**src/rtl/fip_pkg.sv**
```systemverilog
// Shared fixed-point types and constants for the Q16.16 ray-triangle datapath.
package fip_pkg;

    localparam int unsigned FRA_BITS  = 16;
    localparam int unsigned DIV_STEPS = 48;

    typedef logic signed [31:0] fip_t;

    localparam fip_t FIP_MIN = 32'sh80000000;
    localparam fip_t FIP_MAX = 32'sh7FFFFFFF;
    localparam fip_t FIP_ONE = 32'sh00010000;

    typedef enum logic [1:0] {
        StIdle,
        StDiv,
        StFin,
        StDone
    } cramer_state_e;

    // The 33-bit intermediate keeps |-2^31| = 2^31 exact; it still fits 32 unsigned bits.
    function automatic logic [31:0] fip_abs(input fip_t v);
        logic [32:0] ext;
        ext = {v[31], v};
        return 32'(v[31] ? (~ext + 33'd1) : ext);
    endfunction

endpackage

```
**src/rtl/fip_32_div_iter.sv**
```systemverilog
// Bit-serial restoring divider: (|num| << FRA_BITS) / |den| with sign and Q16.16 saturation.
module fip_32_div_iter
    import fip_pkg::*;
#(
    parameter int unsigned FRA_BITS = fip_pkg::FRA_BITS
) (
    input  logic clk,
    input  logic rst_n,
    input  logic start,
    input  logic step,
    input  fip_t numerator,
    input  fip_t denominator,
    output fip_t quotient
);

    logic [47:0] quo_q, quo_d;
    logic [31:0] rem_q, rem_d;
    logic [31:0] den_q, den_d;
    logic        neg_q, neg_d;
    logic [31:0] num_mag;
    logic [32:0] shifted;

    always_comb begin
        quo_d   = quo_q;
        rem_d   = rem_q;
        den_d   = den_q;
        neg_d   = neg_q;
        num_mag = fip_abs(numerator);
        shifted = {rem_q, quo_q[47]};
        if (start) begin
            quo_d = {16'd0, num_mag} << FRA_BITS;
            rem_d = '0;
            den_d = fip_abs(denominator);
            neg_d = numerator[31] ^ denominator[31];
        end else if (step) begin
            if (shifted >= {1'b0, den_q}) begin
                rem_d = 32'(shifted - {1'b0, den_q});
                quo_d = {quo_q[46:0], 1'b1};
            end else begin
                rem_d = shifted[31:0];
                quo_d = {quo_q[46:0], 1'b0};
            end
        end
    end

    always_ff @(posedge clk or negedge rst_n) begin
        if (!rst_n) begin
            quo_q <= '0;
            rem_q <= '0;
            den_q <= '0;
            neg_q <= 1'b0;
        end else begin
            quo_q <= quo_d;
            rem_q <= rem_d;
            den_q <= den_d;
            neg_q <= neg_d;
        end
    end

    always_comb begin
        if (!neg_q) begin
            quotient = (quo_q > 48'h0000_7FFF_FFFF) ? FIP_MAX : fip_t'(quo_q[31:0]);
        end else if (quo_q > 48'h0000_8000_0000) begin
            quotient = FIP_MIN;
        end else begin
            quotient = fip_t'(~quo_q[31:0] + 32'd1);
        end
    end

endmodule

```
**src/rtl/fip_32_cramer_solve.sv**
```systemverilog
// Cramer's-rule back end: beta, gamma and t from four determinants, plus the hit decision.
module fip_32_cramer_solve
    import fip_pkg::*;
#(
    parameter int unsigned FRA_BITS = fip_pkg::FRA_BITS,
    parameter fip_t        T_MIN    = 32'sh00000041,
    parameter fip_t        DET_EPS  = 32'sh00000001
) (
    input  logic        i_clk,
    input  logic        i_rstn,
    input  logic        i_valid,
    output logic        o_ready,
    input  logic [31:0] i_det_a,
    input  logic [31:0] i_det_b,
    input  logic [31:0] i_det_g,
    input  logic [31:0] i_det_t,
    input  logic [31:0] i_tmax,
    output logic        o_valid,
    input  logic        i_ready,
    output logic [31:0] o_beta,
    output logic [31:0] o_gamma,
    output logic [31:0] o_t,
    output logic        o_hit,
    output logic        o_degen
);

    localparam logic signed [32:0] OneExt = {FIP_ONE[31], FIP_ONE};

    cramer_state_e state_q, state_d;
    logic [5:0]    cnt_q, cnt_d;
    logic          load_q, load_d;
    logic          step;
    logic          fin;
    logic          accept;

    fip_t det_a_q, det_b_q, det_g_q, det_t_q, tmax_q;
    logic degen_q;
    logic [31:0] abs_a;

    fip_t q_beta, q_gamma, q_t;
    logic signed [32:0] bg_sum;
    logic hit;

    fip_t beta_q, gamma_q, t_q;
    logic hit_q, degen_out_q;

    assign accept = (state_q == StIdle) && i_valid;
    assign abs_a  = fip_abs(fip_t'(i_det_a));

    always_comb begin
        state_d = state_q;
        cnt_d   = cnt_q;
        load_d  = 1'b0;
        step    = 1'b0;
        fin     = 1'b0;
        unique case (state_q)
            StIdle: begin
                if (accept) begin
                    state_d = StDiv;
                    cnt_d   = 6'(DIV_STEPS - 1);
                    load_d  = 1'b1;
                end
            end
            StDiv: begin
                // The first DIV cycle loads the dividers from the captured operands.
                if (!load_q) begin
                    step = 1'b1;
                    if (cnt_q == 6'd0) begin
                        state_d = StFin;
                    end else begin
                        cnt_d = cnt_q - 6'd1;
                    end
                end
            end
            StFin: begin
                fin     = 1'b1;
                state_d = StDone;
            end
            StDone: begin
                if (i_ready) begin
                    state_d = StIdle;
                end
            end
            default: state_d = StIdle;
        endcase
    end

    always_ff @(posedge i_clk or negedge i_rstn) begin
        if (!i_rstn) begin
            state_q <= StIdle;
            cnt_q   <= '0;
            load_q  <= 1'b0;
        end else begin
            state_q <= state_d;
            cnt_q   <= cnt_d;
            load_q  <= load_d;
        end
    end

    always_ff @(posedge i_clk or negedge i_rstn) begin
        if (!i_rstn) begin
            det_a_q <= '0;
            det_b_q <= '0;
            det_g_q <= '0;
            det_t_q <= '0;
            tmax_q  <= '0;
            degen_q <= 1'b0;
        end else if (accept) begin
            det_a_q <= fip_t'(i_det_a);
            det_b_q <= fip_t'(i_det_b);
            det_g_q <= fip_t'(i_det_g);
            det_t_q <= fip_t'(i_det_t);
            tmax_q  <= fip_t'(i_tmax);
            degen_q <= abs_a < DET_EPS;
        end
    end

    fip_32_div_iter #(.FRA_BITS(FRA_BITS)) u_div_beta (
        .clk        (i_clk),
        .rst_n      (i_rstn),
        .start      (load_q),
        .step       (step),
        .numerator  (det_b_q),
        .denominator(det_a_q),
        .quotient   (q_beta)
    );

    fip_32_div_iter #(.FRA_BITS(FRA_BITS)) u_div_gamma (
        .clk        (i_clk),
        .rst_n      (i_rstn),
        .start      (load_q),
        .step       (step),
        .numerator  (det_g_q),
        .denominator(det_a_q),
        .quotient   (q_gamma)
    );

    fip_32_div_iter #(.FRA_BITS(FRA_BITS)) u_div_t (
        .clk        (i_clk),
        .rst_n      (i_rstn),
        .start      (load_q),
        .step       (step),
        .numerator  (det_t_q),
        .denominator(det_a_q),
        .quotient   (q_t)
    );

    always_comb begin
        bg_sum = {q_beta[31], q_beta} + {q_gamma[31], q_gamma};
        hit    = !degen_q && !q_beta[31] && !q_gamma[31] && (bg_sum <= OneExt)
                 && (q_t > T_MIN) && (q_t < tmax_q);
    end

    always_ff @(posedge i_clk or negedge i_rstn) begin
        if (!i_rstn) begin
            beta_q      <= '0;
            gamma_q     <= '0;
            t_q         <= '0;
            hit_q       <= 1'b0;
            degen_out_q <= 1'b0;
        end else if (fin) begin
            beta_q      <= degen_q ? '0 : q_beta;
            gamma_q     <= degen_q ? '0 : q_gamma;
            t_q         <= degen_q ? '0 : q_t;
            hit_q       <= hit;
            degen_out_q <= degen_q;
        end
    end

    assign o_ready = (state_q == StIdle);
    assign o_valid = (state_q == StDone);
    assign o_beta  = beta_q;
    assign o_gamma = gamma_q;
    assign o_t     = t_q;
    assign o_hit   = hit_q;
    assign o_degen = degen_out_q;

endmodule

```
**config.mk**
```make
export PLATFORM = sky130hd
export DESIGN_NAME = fip_32_cramer_solve
export DESIGN_NICKNAME = d
export VERILOG_FILES = /design/src/rtl/fip_pkg.sv /design/src/rtl/fip_32_div_iter.sv /design/src/rtl/fip_32_cramer_solve.sv
export SDC_FILE = /design/constraint.sdc
export NUM_CORES = 2
export LEC_CHECK = 0
export BUFFER_PORTS_ARGS = -buffer_cell sky130_fd_sc_hd__buf_4
export CELL_PAD_IN_SITES_DETAIL_PLACEMENT = 1
export CELL_PAD_IN_SITES_GLOBAL_PLACEMENT = 1
export CORE_MARGIN = 2
export CORE_UTILIZATION = 30
export CTS_BUF_LIST = sky130_fd_sc_hd__clkbuf_8
export DETAILED_ROUTE_END_ITERATION = 10
export PLACE_DENSITY = 0.67
export SYNTH_ARGS = -nofsm -noshare
export SYNTH_HDL_FRONTEND = slang
export SYNTH_SLANG_ARGS = --single-unit
```
**constraint.sdc**
```tcl
create_clock -name i_clk -period 7.2 [get_ports i_clk]
set_input_delay 0.36 -clock i_clk [delete_from_list [all_inputs] [get_ports i_clk]]
set_output_delay 0.36 -clock i_clk [all_outputs]
set_load 0.01 [all_outputs]
```
Word level (Yosys, flattened, before mapping)
Index checks and enable logic that the tools add are counted.
{ "classes": {"addsub": 13, "n_lt_le_gt_ge": 13, "n_eq_ne": 8, "mux": 49, "bitwise": 11, "n_reduce_logical": 15} }
{ "ops": {"columns": ["operator", "n"], "rows": [
  ["$mux W32", 26],
  ["$mux W48", 6],
  ["$add A32 B1 Y32 const B", 8],
  ["$not A32 Y32", 8],
  ["$gt A48 B31 Y1 const B", 3],
  ["$gt A48 B32 Y1 const B", 3],
  ["$ge A33 B32 Y1", 3],
  ["$sub A32 B32 Y32", 3],
  ["$add A32 B32 Y33", 1],
  ["$le A33 B18 Y1 const B", 1],
  ["$gt A32 B8 Y1 const B", 1],
  ["$lt A32 B1 Y1 const B", 1],
  ["$lt A32 B32 Y1", 1],
  ["$mux W6", 3],
  ["$pmux W6 S2", 1],
  ["$mux W1", 8],
  ["$mux W2", 4],
  ["$pmux W2 S4", 1],
  ["$reduce_and A4 Y1", 2],
  ["$logic_and A1 B1 Y1", 6],
  ["$logic_not A6 Y1", 1],
  ["$ne A2 B2 Y1 const B", 3],
  ["$sub A6 B1 Y6 const B", 1],
  ["$eq A2 B2 Y1 const B", 2],
  ["6 further kinds", 12]
]} }
{ "word_totals": {"regBits": 543, "output_inout_bits": 100, "wordCells": 133} }

Longest topological paths before layout
{ "logic_depth": {"word_depth": 10, "ltp_mapped": 27, "depth_no_buf": 24} }

Modules after synthesis
From an unflattened synthesis, not the netlist that was laid out.
{ "hier_totals": {"hier_cells": 4842, "hier_area_um2": 41680.0} }
{ "by_module_without_submodules": {"columns": ["module", "instances", "cells_each", "area_per_inst_um2"], "rows": [
  ["fip_32_div_iter at u_div_beta ...", 2, 1145, 9135.0],
  ["fip_32_cramer_solve", 1, 1357, 13982.2],
  ["fip_32_div_iter at u_div_gamma", 1, 1195, 9427.8]
]} }

Worst setup path after synthesis
Ideal clock, no wire load.
{ "synth_timing": {"kind": "reg2reg", "start": "register u_div_beta.quo_q[0]", "end": "register hit_q, in the netlist o_hit", "setup_ns": 0.067, "arrival_ns": 5.819, "required_time_ns": 7.133, "setup_slack_ns": 1.314, "stages_incl_launch_ff": 25, "n_path_buf": 1, "cell_sequence": "dfrtp_1 inv_1 ha_1 or3b_1 or3_1 nor3_1 and4_1 and2_1 nand2_1 a21oi_2 nand2_1 clkbuf_1 o311ai_0 ha_1 a21o_1 a221o_1 a221oi_1 or3_1 a21oi_1 or2_2 a21o_1 xnor2_1 o21ai_0 o31ai_1 o2111a_1"} }
{ "synth_between": {"elab_chain_cells": 10, "word_cells_on_any_way": 15} }
{ "synth_lines": {"columns": ["item", "line", "source"], "rows": [
  ["start: declaration", "fip_32_div_iter.sv:16", "logic [47:0] quo_q, quo_d;"],
  ["start signal: assignment", "fip_32_div_iter.sv:53", "quo_q <= quo_d;"],
  ["$not A32 Y32", "fip_32_div_iter.sv:66", "quotient = fip_t'(~quo_q[31:0] + 32'd1);"],
  ["$add A32 B1 Y32", "fip_32_div_iter.sv:66", null],
  ["$mux W32", "fip_32_div_iter.sv:63", "end else if (quo_q > 48'h0000_8000_0000) begin"],
  ["$mux W32 *", "fip_32_div_iter.sv:61", "if (!neg_q) begin"],
  ["branches (longest 3 deep; another with $add A32 B32 Y33)", null, null],
  ["$logic_and A1 B1 Y1 *", "fip_32_cramer_solve.sv:150", "hit = !degen_q && !q_beta[31] && !q_gamma[31] && (bg_sum <= OneExt)"],
  ["$logic_and A1 B1 Y1 * (2 in series)", "fip_32_cramer_solve.sv:151", "&& (q_t > T_MIN) && (q_t < tmax_q);"],
  ["end signal: assignment", "fip_32_cramer_solve.sv:165", "hit_q <= hit;"],
  ["end: declaration", "fip_32_cramer_solve.sv:45", "logic hit_q, degen_out_q;"]
]} }
Mark *: on every way between the ends.
A chain may end at the register's enable or synchronous reset.

Final worst setup path
{ "layout_timing": {"start": "register u_div_beta.quo_q[1]", "end": "register hit_q, in the netlist o_hit"} }
The elaborated chain is that of the path after synthesis.

==> results by group <==
Placement
  • # placed instances: ~5.6k
  • Count of input and output buffers: roughly 260
  • Final weighted congestion of routability-driven global placement: 0.8768
  • Half-perimeter wire length of the detailed placement result: between 80 and 90 mm

Yosys
  • Number of flops mapped to enable cells by yosys: 0
  • FFs w/ async S/R, synth: between 90% and 100%
  • Number of synthesized register bits: between 500 and 600
  • Most used flip-flop cell after synthesis: dfrtp_1
  • Gate count of the mapped netlist: about 4k
  • Mean instance size in the synthesized netlist: approximately 8.9 µm²
  • Net count of the mapped netlist: between 4k and 5k
  • Total standard cell area after synthesis: 0.03575 mm²
  • Sequential cell area fraction in the yosys report: between 30% and 40%
  • Synth warn: 0
  • Number of distinct standard cells referenced by the synthesized netlist: 83

STA
  • Fin. max-slew vios: 0
  • Clock period minus final worst setup slack: 6.725 ns
  • Slew at the pin closest to its max-slew limit: 1.225 ns
  • Unrepaired setup endpoints after global routing: false
  • Final worst-path cycle share: between 90% and 100%
  • Achievable clock frequency: between 100 and 150 MHz
  • Final setup violation count: 0
  • Clock Skew: just over 0.05 ns
  • Max-slew headroom at the worst pin: between 10% and 20%
  • Final-layout setup total negative slack: 0 ns
  • Total count of hold-check failures in the final report: 0

Final layout
  • Share of layout cells above drive strength 1: between 10 and 15%
  • NumNets Final: 4703
  • Filler-free cell count of the finished design: 5988
  • Count of fill cells added during filler insertion: between 10k and 15k
  • Commonest cells after routing, fill and taps aside: 542 x dfrtp_1, 409 x nand2_1, 354 x nor2_1, 298 x buf_4, 279 x o21ai_0
  • Most common cell after layout, fill and taps aside: dfrtp_1
  • P&R area growth vs syn: 20.95%

Routing
  • Average via count per standard cell: 5.401
  • Routed met1 length: 57.88 mm
  • Detail Route met3 WL: between 5 and 6 mm
  • Met2 wirelength from detailed routing: between 50 and 60 mm
  • Remaining routing DRC violations: 0
  • Detailed-route wire length per cell: around 20 µm
  • Number of nets still failing antenna checks after routing: 0
  • Count of vias placed by the detailed router: around 32k
  • Routed Wire Length: around 120 mm
  • First-iteration detailed-routing DRC count: roughly 1.7k
  • First drt pass iteration count: 5
  • Highest Signal Layer: met4

Floorplan
  • Top Ports: about 260
  • Row count: between 100 and 150
  • Initial cell density of the core: 30.28%
  • Die H: ~350 µm
  • Die boundary width: 349.2 µm
  • Core box area: around 0.12 mm²
  • Total die area: ~0.12 mm²

Power
  • Switching fraction of total power: between 40% and 50%
  • Internal power: 12.81 mW
  • Sequential share of power: between 20% and 30%
  • Net Switching: about 12 mW
  • Total Power Consumption: 24.60 mW
  • Worst IR drop on VDD: 218.0 µV
  • Logic gate share of total power: approximately 60%
  • Clock power share: between 10% and 20%
  • Cell area power density: between 500 and 600 mW/mm²
  • Leakage power: approximately 19 nW

Setup path
  • Arr. time, crit path: 7.41 ns
  • Path type of the worst setup path: reg -> reg
  • Maximum fanout encountered on the critical timing path: 10
  • Setup slack, reg-to-reg: 0.48 ns
  • Category of the worst setup path capture point: register
  • Crit start category: register
  • Data required, critical path: between 7 and 8 ns

Clock tree
  • Post-CTS setup repair buffer count: 0
  • Count of clock tree sinks: between 500 and 600
  • CTS tree: yes
  • Clock latency on the worst-skew pair: slightly above 0.8 ns
  • Clock input transition at the sequential cells of the worst setup and hold paths: 0.06 ns
  • Root cell of the clock tree: clkbuf_8
  • Num CTS Buffers: 107
  • Max clock buf depth: 3
  • Max H-tree Level: 3

Run status
  • Outcome: completed

Global route
  • Sum of overflow across all layers after global routing: 0
  • First-pass GRT wire length: between 150 and 200 mm
  • Vias in the first global route: approximately 33k
  • Pin count of the biggest net entering global routing: 185
  • Global Route Usage Sum: between 15 and 20%
  • Antenna violations before repair: 6

Run
  • Number of maximum-capacitance violations: 0

Hold path
  • Worst Hold Class: in -> reg
==> worst max-delay path: stages (launching register included) <==
cell and delay [ns]:
dfrtp_1 0.41, inv_1 0.09, ha_1 0.19, or3b_1 0.41
or3_1 0.38, nor3_1 0.36, and4_1 0.30, and2_1 0.18
nand2_1 0.10, a21oi_2 0.18, nand2_1 0.26, o311ai_0 0.66
ha_1 0.34, a21oi_1 0.08, o21ai_0 0.43, a221oi_1 0.16
buf_4 0.20, nor4_2 0.42, o211ai_1 0.18, a32oi_1 0.33
and3_1 0.20, o21ai_0 0.09, a221oi_1 0.37, nand3_1 0.15
o2111a_1 0.14
==> synth_stat cells (18+ instances only) <==
| cell type | count | area (µm²) |
|---|---|---|
| dfrtp_1 | 543 | 13590 |
| nand2_1 | 409 | 1535 |
| nor2_1 | 355 | 1333 |
| o21ai_0 | 280 | 1401 |
| a21oi_1 | 247 | 1236 |
| mux2i_1 | 184 | 1842 |
| clkbuf_1 | 177 | 664.4 |
| ha_1 | 173 | 2165 |
| inv_1 | 150 | 563.0 |
| xnor2_1 | 147 | 1287 |
| mux2_2 | 124 | 1396 |
| nor3_1 | 102 | 510.5 |
| a211oi_1 | 79 | 593.1 |
| a21o_1 | 76 | 570.6 |
| a22o_1 | 75 | 656.9 |
| nand3_1 | 73 | 365.4 |
| xor2_1 | 72 | 630.6 |
| or3_1 | 59 | 369.1 |
| o31ai_1 | 52 | 390.4 |
| nand2b_1 | 51 | 319.1 |
| nor4_1 | 42 | 262.8 |
| buf_1 | 40 | 150.1 |
| nand4_1 | 32 | 200.2 |
| or4_1 | 32 | 240.2 |
| a31oi_1 | 31 | 193.9 |
| a311oi_1 | 27 | 236.5 |
| o311ai_0 | 27 | 236.5 |
| nor2b_1 | 26 | 162.7 |
| o41ai_1 | 23 | 201.4 |
| o2bb2ai_1 | 22 | 192.7 |
| and3_1 | 19 | 118.9 |
| o22ai_1 | 18 | 112.6 |
| or2_2 | 18 | 112.6 |
==> through the flow <==
| step | worst slack [ns] | utilization, % | area, µm² | hold slack [ns] |
|---|---|---|---|---|
| after global placement | 0.6499 | 33.22 | 39230 | 0.4590 |
| final | 0.4754 | 36.62 | 43240 | 0.1137 |
| after floorplan | 1.314 | - | 35750 | 0.06441 |
| after global routing | 0.02539 | 36.61 | 43240 | 0.05539 |
| after CTS | 0.4052 | 36.60 | 43220 | 0.02401 |
| after detailed placement | 0.4248 | 33.22 | 39230 | 0.4593 |
==> path summary, 6_finish.rpt <==
check                                    start           endpoint  cells past startpoint
max                        u_div_beta.quo_q[1]              o_hit                     24
min                                i_det_a[31]        det_a_q[31]                      2
max reg2reg                u_div_beta.quo_q[1]              o_hit                     24
min reg2reg                  u_div_t.rem_q[31]  u_div_t.rem_q[31]                      2
max in group asynchronous               i_rstn         o_beta[10]                      3
min in group asynchronous               i_rstn        det_t_q[24]                      2
==> layer usage <==
metal	GRT usage [%]	up-vias
met5	0	-
met4	4.865	0
met3	3.103	171
met2	31.57	618
met1	27.42	16182
li1	-	15370
==> repair_timing <==
item | 4_1_cts | 5_1_grt
hold buffers | 162 | 0
hold endpoints to repair | 255 | 0
resized for setup | 0 | 3
endpoints found under the setup margin | 0 | 1
==> kinds of logic (layout without fill, tap and decap cells) <==
logic type / Yosys count / in the layout / share of synthesized area [%]
buf+inv: 373 / 809 / 3.930
simple gates: 1279 / 1279 / 16.87
flops: 543 / 543 / 38.01
fa+ha+maj: 177 / 177 / 6.278
xor+xnor: 219 / 219 / 5.365
other cells: 0 / 7 / 0
mux: 308 / 308 / 9.057
compound gates: 1110 / 1110 / 20.49
==> state kept, by name, indices dropped and copies added (netlist names), 2 cells and up <==
| register | cells |
|---|---|
| u_div_beta.rem_q | 32 |
| u_div_gamma.quo_q | 48 |
| u_div_t.rem_q | 32 |
| u_div_t.quo_q | 48 |
| u_div_gamma.rem_q | 32 |
| cnt_q | 6 |
| o_t | 32 |
| det_t_q | 32 |
| det_b_q | 32 |
| u_div_beta.den_q | 32 |
| o_beta | 32 |
| det_g_q | 32 |
| o_gamma | 32 |
| state_q | 2 |
| u_div_beta.quo_q | 48 |
| det_a_q | 32 |
| tmax_q | 32 |
==> power groups by stage <==
stage | clock network, mW | logic [mW] | registers [mW]
after global routing | 3.76 | 16.5 | 6.56
after CTS | 3.61 | 14.8 | 6.29
after detailed placement | 0 | 14.7 | 6.32
after global placement | 0 | 14.4 | 6.27
final | 3.50 | 14.8 | 6.30
after floorplan | 0 | 11.0 | 5.68
==> area by class of cell <==
class	instances	area [µm²]	area share (%)
diodes	7	17.52	0.04051
clock buffers	142	1954	4.520
clock inverters	50	412.9	0.9548
inverters	152	579.3	1.340
multi-input cells	3093	20810	48.13
flip-flops and latches	543	13590	31.43
well taps	1536	1922	4.444
repair buffers	465	3954	9.143
Note: power is estimated with default switching activity, not from simulation.
